<file path="src/rtl/eq_audio_pkg.sv">
// Shared sample types for the equalizer audio path.
package eq_audio_pkg;
  localparam int SAMPLE_W = 16;

  typedef logic signed [SAMPLE_W-1:0] sample_t;

  typedef struct packed {
    sample_t l;
    sample_t r;
  } stereo_t;
endpackage

</file>
<file path="src/rtl/i2s_clk_gen.sv">
// I2S bit-clock divider: generates BCLK, the falling-edge tick
// and the frame bit counter (next value exposed for same-clk use).
module i2s_clk_gen #(
  parameter int CLK_DIV   = 4,
  parameter int SLOT_BITS = 32,
  localparam int KW = $clog2(2*SLOT_BITS)
) (
  input  logic          clk,
  input  logic          rst_n,
  output logic          o_bclk,
  output logic          o_fall,
  output logic [KW-1:0] o_bit_cnt
);
  localparam int DW = (CLK_DIV > 1) ? $clog2(CLK_DIV) : 1;

  logic [DW-1:0] div_q, div_d;
  logic          bclk_q, bclk_d;
  logic [KW-1:0] k_q, k_d;
  logic          wrap;
  logic          fall;

  always_comb begin
    wrap   = (div_q == DW'(CLK_DIV-1));
    div_d  = wrap ? '0 : div_q + 1'b1;
    bclk_d = wrap ? ~bclk_q : bclk_q;
    fall   = wrap & bclk_q;
    k_d    = k_q;
    if (fall) begin
      k_d = (k_q == KW'(2*SLOT_BITS-1)) ? '0 : k_q + 1'b1;
    end
  end

  always_ff @(posedge clk or negedge rst_n) begin
    if (!rst_n) begin
      div_q  <= '0;
      bclk_q <= 1'b0;
      k_q    <= KW'(2*SLOT_BITS-1);
    end else begin
      div_q  <= div_d;
      bclk_q <= bclk_d;
      k_q    <= k_d;
    end
  end

  assign o_bclk    = bclk_q;
  assign o_fall    = fall;
  assign o_bit_cnt = k_d;
endmodule

</file>
<file path="src/rtl/eq_i2s_tx.sv">
// Philips I2S master transmitter with a one-frame stereo buffer.
// Build option I2S_TX_UNDERRUN_MUTE_EN: underrun frames send silence.
module eq_i2s_tx
  import eq_audio_pkg::*;
#(
  parameter int CLK_DIV   = 4,
  parameter int SLOT_BITS = 32
) (
  input  logic                clk,
  input  logic                rst_n,
  input  logic                i_cs,
  input  logic [SAMPLE_W-1:0] i_sample_l,
  input  logic [SAMPLE_W-1:0] i_sample_r,
  output logic                o_bclk,
  output logic                o_lrck,
  output logic                o_sdata,
  output logic                o_frame_req,
  output logic                o_overrun,
  output logic                o_underrun
);
  localparam int KW = $clog2(2*SLOT_BITS);
`ifdef I2S_TX_UNDERRUN_MUTE_EN
  localparam bit MuteEn = 1'b1;
`else
  localparam bit MuteEn = 1'b0;
`endif

  logic          fall;
  logic [KW-1:0] k;
  logic [KW-1:0] p;
  logic          load;
  sample_t       word;

  stereo_t buf_q, buf_d;
  stereo_t frame_q, frame_d;
  logic    full_q, full_d;
  logic    lrck_q, lrck_d;
  logic    sdata_q, sdata_d;
  logic    req_q, req_d;
  logic    ovr_q, ovr_d;
  logic    und_q, und_d;

  i2s_clk_gen #(
    .CLK_DIV  (CLK_DIV),
    .SLOT_BITS(SLOT_BITS)
  ) u_clk_gen (
    .clk      (clk),
    .rst_n    (rst_n),
    .o_bclk   (o_bclk),
    .o_fall   (fall),
    .o_bit_cnt(k)
  );

  always_comb begin
    load    = fall && (k == '0);
    buf_d   = buf_q;
    full_d  = full_q;
    frame_d = frame_q;
    lrck_d  = lrck_q;
    sdata_d = sdata_q;
    req_d   = load;
    und_d   = load & ~full_q;
    ovr_d   = i_cs & full_q & ~load;
    p       = '0;
    word    = '0;

    // The load consumes the pre-write buffer; a same-clk strobe refills it.
    if (load) begin
      if (full_q)      frame_d = buf_q;
      else if (MuteEn) frame_d = '0;
      full_d = 1'b0;
    end
    if (i_cs) begin
      buf_d.l = sample_t'(i_sample_l);
      buf_d.r = sample_t'(i_sample_r);
      full_d  = 1'b1;
    end

    if (fall) begin
      lrck_d = (k >= KW'(SLOT_BITS-1)) &&
               (k <= KW'(2*SLOT_BITS-2));
      if (k < KW'(SLOT_BITS)) begin
        word = frame_d.l;
        p    = k;
      end else begin
        word = frame_d.r;
        p    = k - KW'(SLOT_BITS);
      end
      sdata_d = (p < KW'(SAMPLE_W)) &&
                word[4'd15 - p[3:0]];
    end
  end

  always_ff @(posedge clk or negedge rst_n) begin
    if (!rst_n) begin
      buf_q   <= '0;
      frame_q <= '0;
      full_q  <= 1'b0;
      lrck_q  <= 1'b0;
      sdata_q <= 1'b0;
      req_q   <= 1'b0;
      ovr_q   <= 1'b0;
      und_q   <= 1'b0;
    end else begin
      buf_q   <= buf_d;
      frame_q <= frame_d;
      full_q  <= full_d;
      lrck_q  <= lrck_d;
      sdata_q <= sdata_d;
      req_q   <= req_d;
      ovr_q   <= ovr_d;
      und_q   <= und_d;
    end
  end

  assign o_lrck      = lrck_q;
  assign o_sdata     = sdata_q;
  assign o_frame_req = req_q;
  assign o_overrun   = ovr_q;
  assign o_underrun  = und_q;
endmodule

</file>
<file path="config.mk">
export PLATFORM = sky130hd
export DESIGN_NAME = eq_i2s_tx
export DESIGN_NICKNAME = d
export VERILOG_FILES = /design/src/rtl/eq_audio_pkg.sv /design/src/rtl/i2s_clk_gen.sv /design/src/rtl/eq_i2s_tx.sv
export SDC_FILE = /design/constraint.sdc
export NUM_CORES = 1
export LEC_CHECK = 0
export CORE_ASPECT_RATIO = 1.1
export CORE_MARGIN = 2
export CORE_UTILIZATION = 50
export CTS_BUF_LIST = sky130_fd_sc_hd__clkbuf_2 sky130_fd_sc_hd__clkbuf_4 sky130_fd_sc_hd__clkbuf_8
export CTS_CLUSTER_SIZE = 10
export DETAILED_ROUTE_END_ITERATION = 10
export PLACE_DENSITY = 0.76
export SKIP_LAST_GASP = 1
export SLEW_MARGIN = 5
export SYNTH_ARGS = -nofsm -noshare
export SYNTH_HDL_FRONTEND = slang
export SYNTH_SLANG_ARGS = --single-unit
</file>
<file path="constraint.sdc">
create_clock -name clk -period 4.35 [get_ports clk]
set_input_delay 0.435 -clock clk [delete_from_list [all_inputs] [get_ports clk]]
set_output_delay 0.435 -clock clk [all_outputs]
set_load 0.05 [all_outputs]
</file>
==> metrics.md, run 1 <==
| Metric | Value |
|---|---|
| Run status | finished clean |
| Pre-Repair DR Iteration Count | 4 |
| Initial Util | 0.516 |
| Fraction of final layout cells with drive strength greater than 1 | 0.238 |
| Achievable frequency | around 0.3 GHz |
| Minimum period implied by the final worst setup slack | about 3.2 ns |
| Crit path launch type | flop |
| Mean routed wirelength per cell | 14.4 um |
| Main combinational cell family by area after synthesis | simple AND/OR/NAND/NOR gates |
| Most frequent standard cell in the layout excluding fill and tap cells | sky130_fd_sc_hd__nand2_1 |
| Count of hold-fix buffers inserted at cts | 0 |
| Max IR drop VDD | roughly 0.00021 V |
| Worst slew margin relative to its limit | 0.374 |
| Adder-cell area share of the yosys netlist | 0.00692 |
| Cts bufs inserted | 9 |
| NumNets Final | between 300 and 400 |
| Diode count | 0 |
| Postcts setup bufs | 0 |
| Detailed Route Iter0 Violations | roughly 170 |
| Pin count of the biggest net entering global routing | 80 |
| Count of yosys warnings during synthesis | 0 |
| Number of unique standard cell types used by synthesis | 55 |
| Number of placed instances, taps included | 435 |
| RD Place Congestion | about 0.87 |
| Endpoints failing hold | 0 |
| Netlist area before placement | between 0.003 and 0.004 mm^2 |
| Per-cell via count in the routed design | 5.41 |
| Layout Cells excl Fill | 451 |
| DPL Wire Length | approximately 4.6 mm |
| Average cell area after synthesis | roughly 11 um^2 |
| Simple-gate share of the synthesized area | 0.162 |
| Count of pins on the block boundary | between 40 and 50 |
| Row cnt | 32 |
| Synthesized-area fraction occupied by ao, oa, aoi and oai cells | 0.0997 |
| Nets in the synthesized netlist | 358 |
| Register clock-pin slew on the reported worst setup and hold paths | about 0.080 ns |
| Core Region | ~0.0070 mm^2 |
| Leakage power total | ~1.9 nW |
| Drt total wl | around 6.5 mm |
| Number of nets with antenna violations after routing | 0 |
| Buffers added on ports | 40 |
| Root buf cell | sky130_fd_sc_hd__clkbuf_8 |
| Arrival @ worst endpoint | approximately 3.5 ns |
| Clock latency on the worst-skew pair | between 0.3 and 0.4 ns |
| Number of enable-type register cells in the synthesized netlist | 0 |
| CTS tree | done |
| First-pass GRT wire length | around 11 mm |
| Routed via count | between 2000 and 2500 |
| Buffer levels on the longest clock path | 2 |
| Multiplexer share of the synthesized area | 0.142 |
| Number of pins exceeding their max-slew limit in the final report | 0 |
| Count of instances resized after the clock tree is built | 0 |
| Most common flop cell mapped by yosys | sky130_fd_sc_hd__dfrtp_1 |
| Horizontal die dimension | roughly 85 um |
| Share of the yosys chip area belonging to registers | 0.549 |
| Share of the synthesized netlist area taken by xor and xnor gates | 0.0145 |
| WP data required | roughly 4.6 ns |
| # setup viols final | 0 |
| Endpoint kind of the worst setup timing path | flop |
| Hold WC Path Type | primary input to async pin |
| Hold Worst Slack | 0.220 ns |
| Ratio of final minimum period to clock period | 0.744 |
| Start-to-end type of the worst setup path | flop to flop |
| Final global-route overflow total | 0 |
| Number of max-cap violations | 0 |
| Proportion of synthesized flip-flops having asynchronous set or reset | 1.00 |
| Initial antenna violation count | 0 |
| Highest net fanout along the worst path | 15 |
| Top library cells by usage in the layout, fill and taps aside | 91 x sky130_fd_sc_hd__nand2_1, 73 x sky130_fd_sc_hd__dfrtp_1, 39 x sky130_fd_sc_hd__clkdlybuf4s50_1 |
| Area added between synthesis and finish | 17.3% |
| Number of global-route vias before repair | between 2000 and 2500 |
| Launch point of the worst path | u_clk_gen.div_q[0] |
| Number of design rule violations left after detail routing | 0 |
| Transition time of the tightest slew-check pin | 0.939 ns |
| Number of filler instances in the final layout | 576 |
| RSZ-0062 raised after global routing | false |
| DIE AREA | 0.00793 mm^2 |
| Clk_skew | about 0.0076 ns |
| Number of sinks driven by the clock tree | between 70 and 80 |
| RR Startpoint | u_clk_gen.div_q[0] |
| GRT Overall Usage | 0.184 |
| Power density relative to cell area | 321 mW/mm^2 |
| Number of storage elements in the synthesis netlist | slightly below 80 |
| Mapped Cells | approximately 320 |
| Die Y-Extent | ~93 um |
| Maximum level of the CTS H-tree | 3 |
| Final TNS setup | 0 ns |
-- cell type report --
type | instances | area, um^2 | area share
repair buffers | 43 | 420 | 0.0992
multi-input cells | 224 | 1530 | 0.362
clock buffers | 9 | 124 | 0.0292
clock inverters | 7 | 55.1 | 0.0130
flip-flops and latches | 79 | 1980 | 0.468
inverters | 4 | 15.0 | 0.00354
well taps | 85 | 106 | 0.0251
-- flip-flops by register name (all words and copies together), names as in the netlist, 2 cells and up --
register         cells
u_clk_gen.k_q        6
u_clk_gen.div_q      2
frame_q             32
buf_q               32
-- logic make-up (layout without fill, tap and decap cells) --
kind of cell	Yosys count	in the layout
buf+inv	18	63
flops	79	79
compound gates	44	44
xor+xnor	6	6
simple gates	127	127
mux	45	45
fa+ha+maj	2	2
-- power breakdown --
group	internal [W]	switching, W	total (W)
logic	0.0000544	0.0000307	0.0000851
clock network	0.000213	0.000282	0.000495
registers	0.000764	0.0000179	0.000782
-- stage by stage --
stage | util | setup slack [ns] | instance area, um^2 | power (W)
detailed placement | 0.579 | 1.11 | 4060 | 0.000885
finish | 0.605 | 1.12 | 4240 | 0.00136
floorplan | - | 1.67 | 3610 | 0.000829
CTS | 0.605 | 1.10 | 4240 | 0.00138
global route | 0.605 | 0.870 | 4240 | 0.00142
global placement | 0.579 | 1.22 | 4060 | 0.000881
-- worst paths after layout --
kind	cells after the start	to	slack, ns
setup / recovery	11	o_sdata	1.12
hold / removal	1	buf_q[10]	0.22
setup reg to reg	11	o_sdata	1.12
hold reg to reg	1	u_clk_gen.div_q[0]	0.43
max in group asynchronous	1	frame_q[15]	3.52
min in group clk	1	u_clk_gen.div_q[0]	0.43
-- Yosys cell counts (4+ instances only) --
cell | count | area, um^2
sky130_fd_sc_hd__nor2_1 | 6 | 22.5
sky130_fd_sc_hd__a21oi_1 | 5 | 25.0
sky130_fd_sc_hd__o21ai_0 | 6 | 30.0
sky130_fd_sc_hd__nor3_1 | 6 | 30.0
sky130_fd_sc_hd__xor2_1 | 4 | 35.0
sky130_fd_sc_hd__mux2_2 | 37 | 417
sky130_fd_sc_hd__clkbuf_1 | 7 | 26.3
sky130_fd_sc_hd__a211oi_1 | 4 | 30.0
sky130_fd_sc_hd__dfstp_2 | 6 | 158
sky130_fd_sc_hd__nand2_1 | 91 | 342
sky130_fd_sc_hd__nand3_1 | 6 | 30.0
sky130_fd_sc_hd__mux2i_1 | 5 | 50.1
sky130_fd_sc_hd__a21o_1 | 4 | 30.0
sky130_fd_sc_hd__dfrtp_1 | 73 | 1830
-- worst max-delay path, cell delays in order (launching register included) --
cell	delay [ns]
sky130_fd_sc_hd__dfrtp_1	0.36
sky130_fd_sc_hd__ha_1	0.41
sky130_fd_sc_hd__nand2_4	0.15
sky130_fd_sc_hd__nor3_1	0.31
sky130_fd_sc_hd__nand2_2	0.16
sky130_fd_sc_hd__a211oi_4	0.66
sky130_fd_sc_hd__buf_4	0.28
sky130_fd_sc_hd__mux2_4	0.31
sky130_fd_sc_hd__o21ba_2	0.20
sky130_fd_sc_hd__o22ai_1	0.10
sky130_fd_sc_hd__o21a_1	0.13
sky130_fd_sc_hd__a211oi_1	0.04
-- per-layer routing --
| metal | up-vias | global-route usage | wire length, um |
|---|---|---|---|
| li1 | 1186 | - | - |
| met1 | 1197 | 0.267 | 3100 |
| met2 | 51 | 0.270 | 3100 |
| met3 | 8 | 0.0309 | 226 |
| met4 | 0 | 0.0873 | 84 |
| met5 | - | 0 | 0 |
Note: power is estimated with default switching activity, not from simulation.
==> run 2, diff against run 1 <==
PLACE_DENSITY = 0.79   (was 0.76)
clock period = 2.8 ns   (was 4.35 ns; I/O delays follow)
==> metrics.md, run 2 (synthesis results as in run 1) <==
| Metric | Value |
|---|---|
| Run status | finished clean |
| Initial antenna violation count | 0 |
| GRT Overall Usage | 0.201 |
| Count of pins on the block boundary | 41 |
| First-pass GRT wire length | 12.4 mm |
| Power density relative to cell area | just over 500 mW/mm^2 |
| Minimum period implied by the final worst setup slack | 2.65 ns |
| Core Region | 0.00701 mm^2 |
| Net Switching | 0.000493 W |
| Highest net fanout along the worst path | 5 |
| Routed via count | 2541 |
| RR Startpoint | u_clk_gen.k_q[0] |
| DIE AREA | around 0.0079 mm^2 |
| Maximum cell stage delay along the critical path | about 0.57 ns |
| Cell Area, Placed | 0.00417 mm^2 |
| Die Y-Extent | 93.2 um |
| Most frequent standard cell in the layout excluding fill and tap cells | sky130_fd_sc_hd__nand2_1 |
| Ratio of final minimum period to clock period | 0.948 |
| Per-cell via count in the routed design | about 5.5 |
| Horizontal die dimension | ~85 um |
| Transition time of the tightest slew-check pin | just under 1 ns |
| Buffers added on ports | 40 |
| GRT Max-Usage Layer | met2 |
| Cells traversed along the worst timing path | buf_4 > nand2_2 > o21ai_4 > nand4bb_4 > a211oi_4 > buf_6 > mux2_4 > o21ba_2 > o22ai_1 > o21a_1 > a211oi_1 |
| Number of nets with antenna violations after routing | 0 |
| Switching share of power | 0.213 |
| Root buf cell | sky130_fd_sc_hd__clkbuf_8 |
| Worst slew margin relative to its limit | 0.351 |
| Sequential group share of total power | 0.525 |
| NumNets Final | 413 |
| DPL Wire Length | about 5.1 mm |
| Cts bufs inserted | 9 |
| Achievable frequency | 0.377 GHz |
| RD Place Congestion | around 0.91 |
| # setup viols final | 0 |
| Hold WC Path Type | primary input to async pin |
| Register clock-pin slew on the reported worst setup and hold paths | about 0.080 ns |
| Final Power | approximately 0.0023 W |
| WP data required | roughly 3.0 ns |
| Drt total wl | 7.37 mm |
| Detailed Route Iter0 Violations | 164 |
| Area of combinational cells with multiple inputs | 0.00160 mm^2 |
| End of the worst register-to-register path | o_sdata |
| Clk_skew | about 0.011 ns |
| Maximum level of the CTS H-tree | 3 |
| Dominant delay contributor by cell family on the critical path | compound AO/OA/AOI/OAI gates |
| Final global-route overflow total | 0 |
| Post-route standard cell area excluding fillers | between 0.004 and 0.005 mm^2 |
| Area added between synthesis and finish | 24.0% |
| Number of filler instances in the final layout | between 500 and 600 |
| Proportion of power drawn by combinational gates | 0.058 |
| Met1 GRT Util | 0.263 |
| Clk pwr share | 0.417 |
| Row cnt | 32 |
| Largest registers | buf_q (32), frame_q (32), u_clk_gen.k_q (6) |
| Depth of the worst register-to-register path | 11 |
| Slowest cell on the critical path | sky130_fd_sc_hd__dfstp_2 |
| Reg-to-reg setup timing slack | ~0.15 ns |
| Fraction of final layout cells with drive strength greater than 1 | 0.281 |
| Initial Util | 0.516 |
| Number of pins exceeding their max-slew limit in the final report | 0 |
| Start-to-end type of the worst setup path | flop to flop |
| Buffer levels on the longest clock path | 2 |
| Number of sinks driven by the clock tree | around 80 |
| Met3 global-route usage | 0.0459 |
| Clock latency on the worst-skew pair | approximately 0.35 ns |
| Number of max-cap violations | 0 |
| Crit path launch type | flop |
| Internal Power | about 0.0018 W |
| Arrival @ worst endpoint | ~2.9 ns |
| Area used by sequential logic in the layout | 0.00198 mm^2 |
| Pin count of the biggest net entering global routing | 80 |
| Max IR drop VDD | 0.000375 V |
| Leakage power total | between 2 and 2.5 nW |
| Pre-Repair DR Iteration Count | 4 |
| CTS tree | done |
| Top library cells by usage in the layout, fill and taps aside | 91 x sky130_fd_sc_hd__nand2_1, 73 x sky130_fd_sc_hd__dfrtp_1, 39 x sky130_fd_sc_hd__clkdlybuf4s50_1 |
| Number of global-route vias before repair | 2613 |
| Endpoint kind of the worst setup timing path | flop |
| Final TNS setup | 0 ns |
| Number of design rule violations left after detail routing | 0 |
| Endpoints failing hold | 0 |
| Number of buffers and inverters on the critical path | 2 |
| Diode count | 0 |
| Met2 global-route usage | 0.317 |
| Mean routed wirelength per cell | between 15 and 20 um |
==> run 2: how the worst max path moves through the flow <==
stage	end	cells past startpoint	slack, ns	from
after floorplan	o_sdata	10	0.12	u_clk_gen.o_bclk
after detailed placement	o_sdata	10	0.04	u_clk_gen.div_q[0]
final	o_sdata	11	0.15	u_clk_gen.k_q[0]
after CTS	o_sdata	10	0.03	u_clk_gen.div_q[0]
after global routing	o_sdata	12	-0.02	u_clk_gen.k_q[0]
after global placement	o_sdata	10	0.12	u_clk_gen.div_q[0]
==> run 2: power groups by stage <==
stage	logic, W	registers (W)	clock network (W)
global placement	0.000132	0.00124	0
CTS	0.000136	0.00122	0.000977
floorplan	0.0000574	0.00123	0
detailed placement	0.000136	0.00124	0
finish	0.000134	0.00122	0.000966
global route	0.000147	0.00122	0.00103
==> run 2: area by class of cell <==
cell class / count / area share
multi-input combinational: 224 / 0.356
sequential: 79 / 0.443
inverter: 4 / 0.00335
timing repair buffer: 58 / 0.123
clock inverter: 5 / 0.0176
tap: 85 / 0.0237
clock buffer: 11 / 0.0338
==> run 2: through the flow <==
step,worst slack (ns),std cells,util,hold WS [ns]
CTS,0.0252,464,0.628,0.102
detailed placement,0.0399,448,0.595,0.427
floorplan,0.118,321,-,-0.0156
global route,-0.0155,466,0.640,0.152
global placement,0.123,448,0.595,0.414
finish,0.145,466,0.640,0.0727
==> run 2: per-layer routing <==
| layer | vias up | wire (um) |
|---|---|---|
| met3 | 18 | 270 |
| li1 | 1222 | - |
| met2 | 64 | 3670 |
| met5 | - | 0 |
| met1 | 1237 | 3240 |
| met4 | 0 | 193 |
==> run 2: repair_timing <==
action                                  4_1_cts  5_1_grt
endpoints found under the setup margin        0        1
buffers inserted                              0        2
resized for setup                             0       11
hold buffers                                  0        0
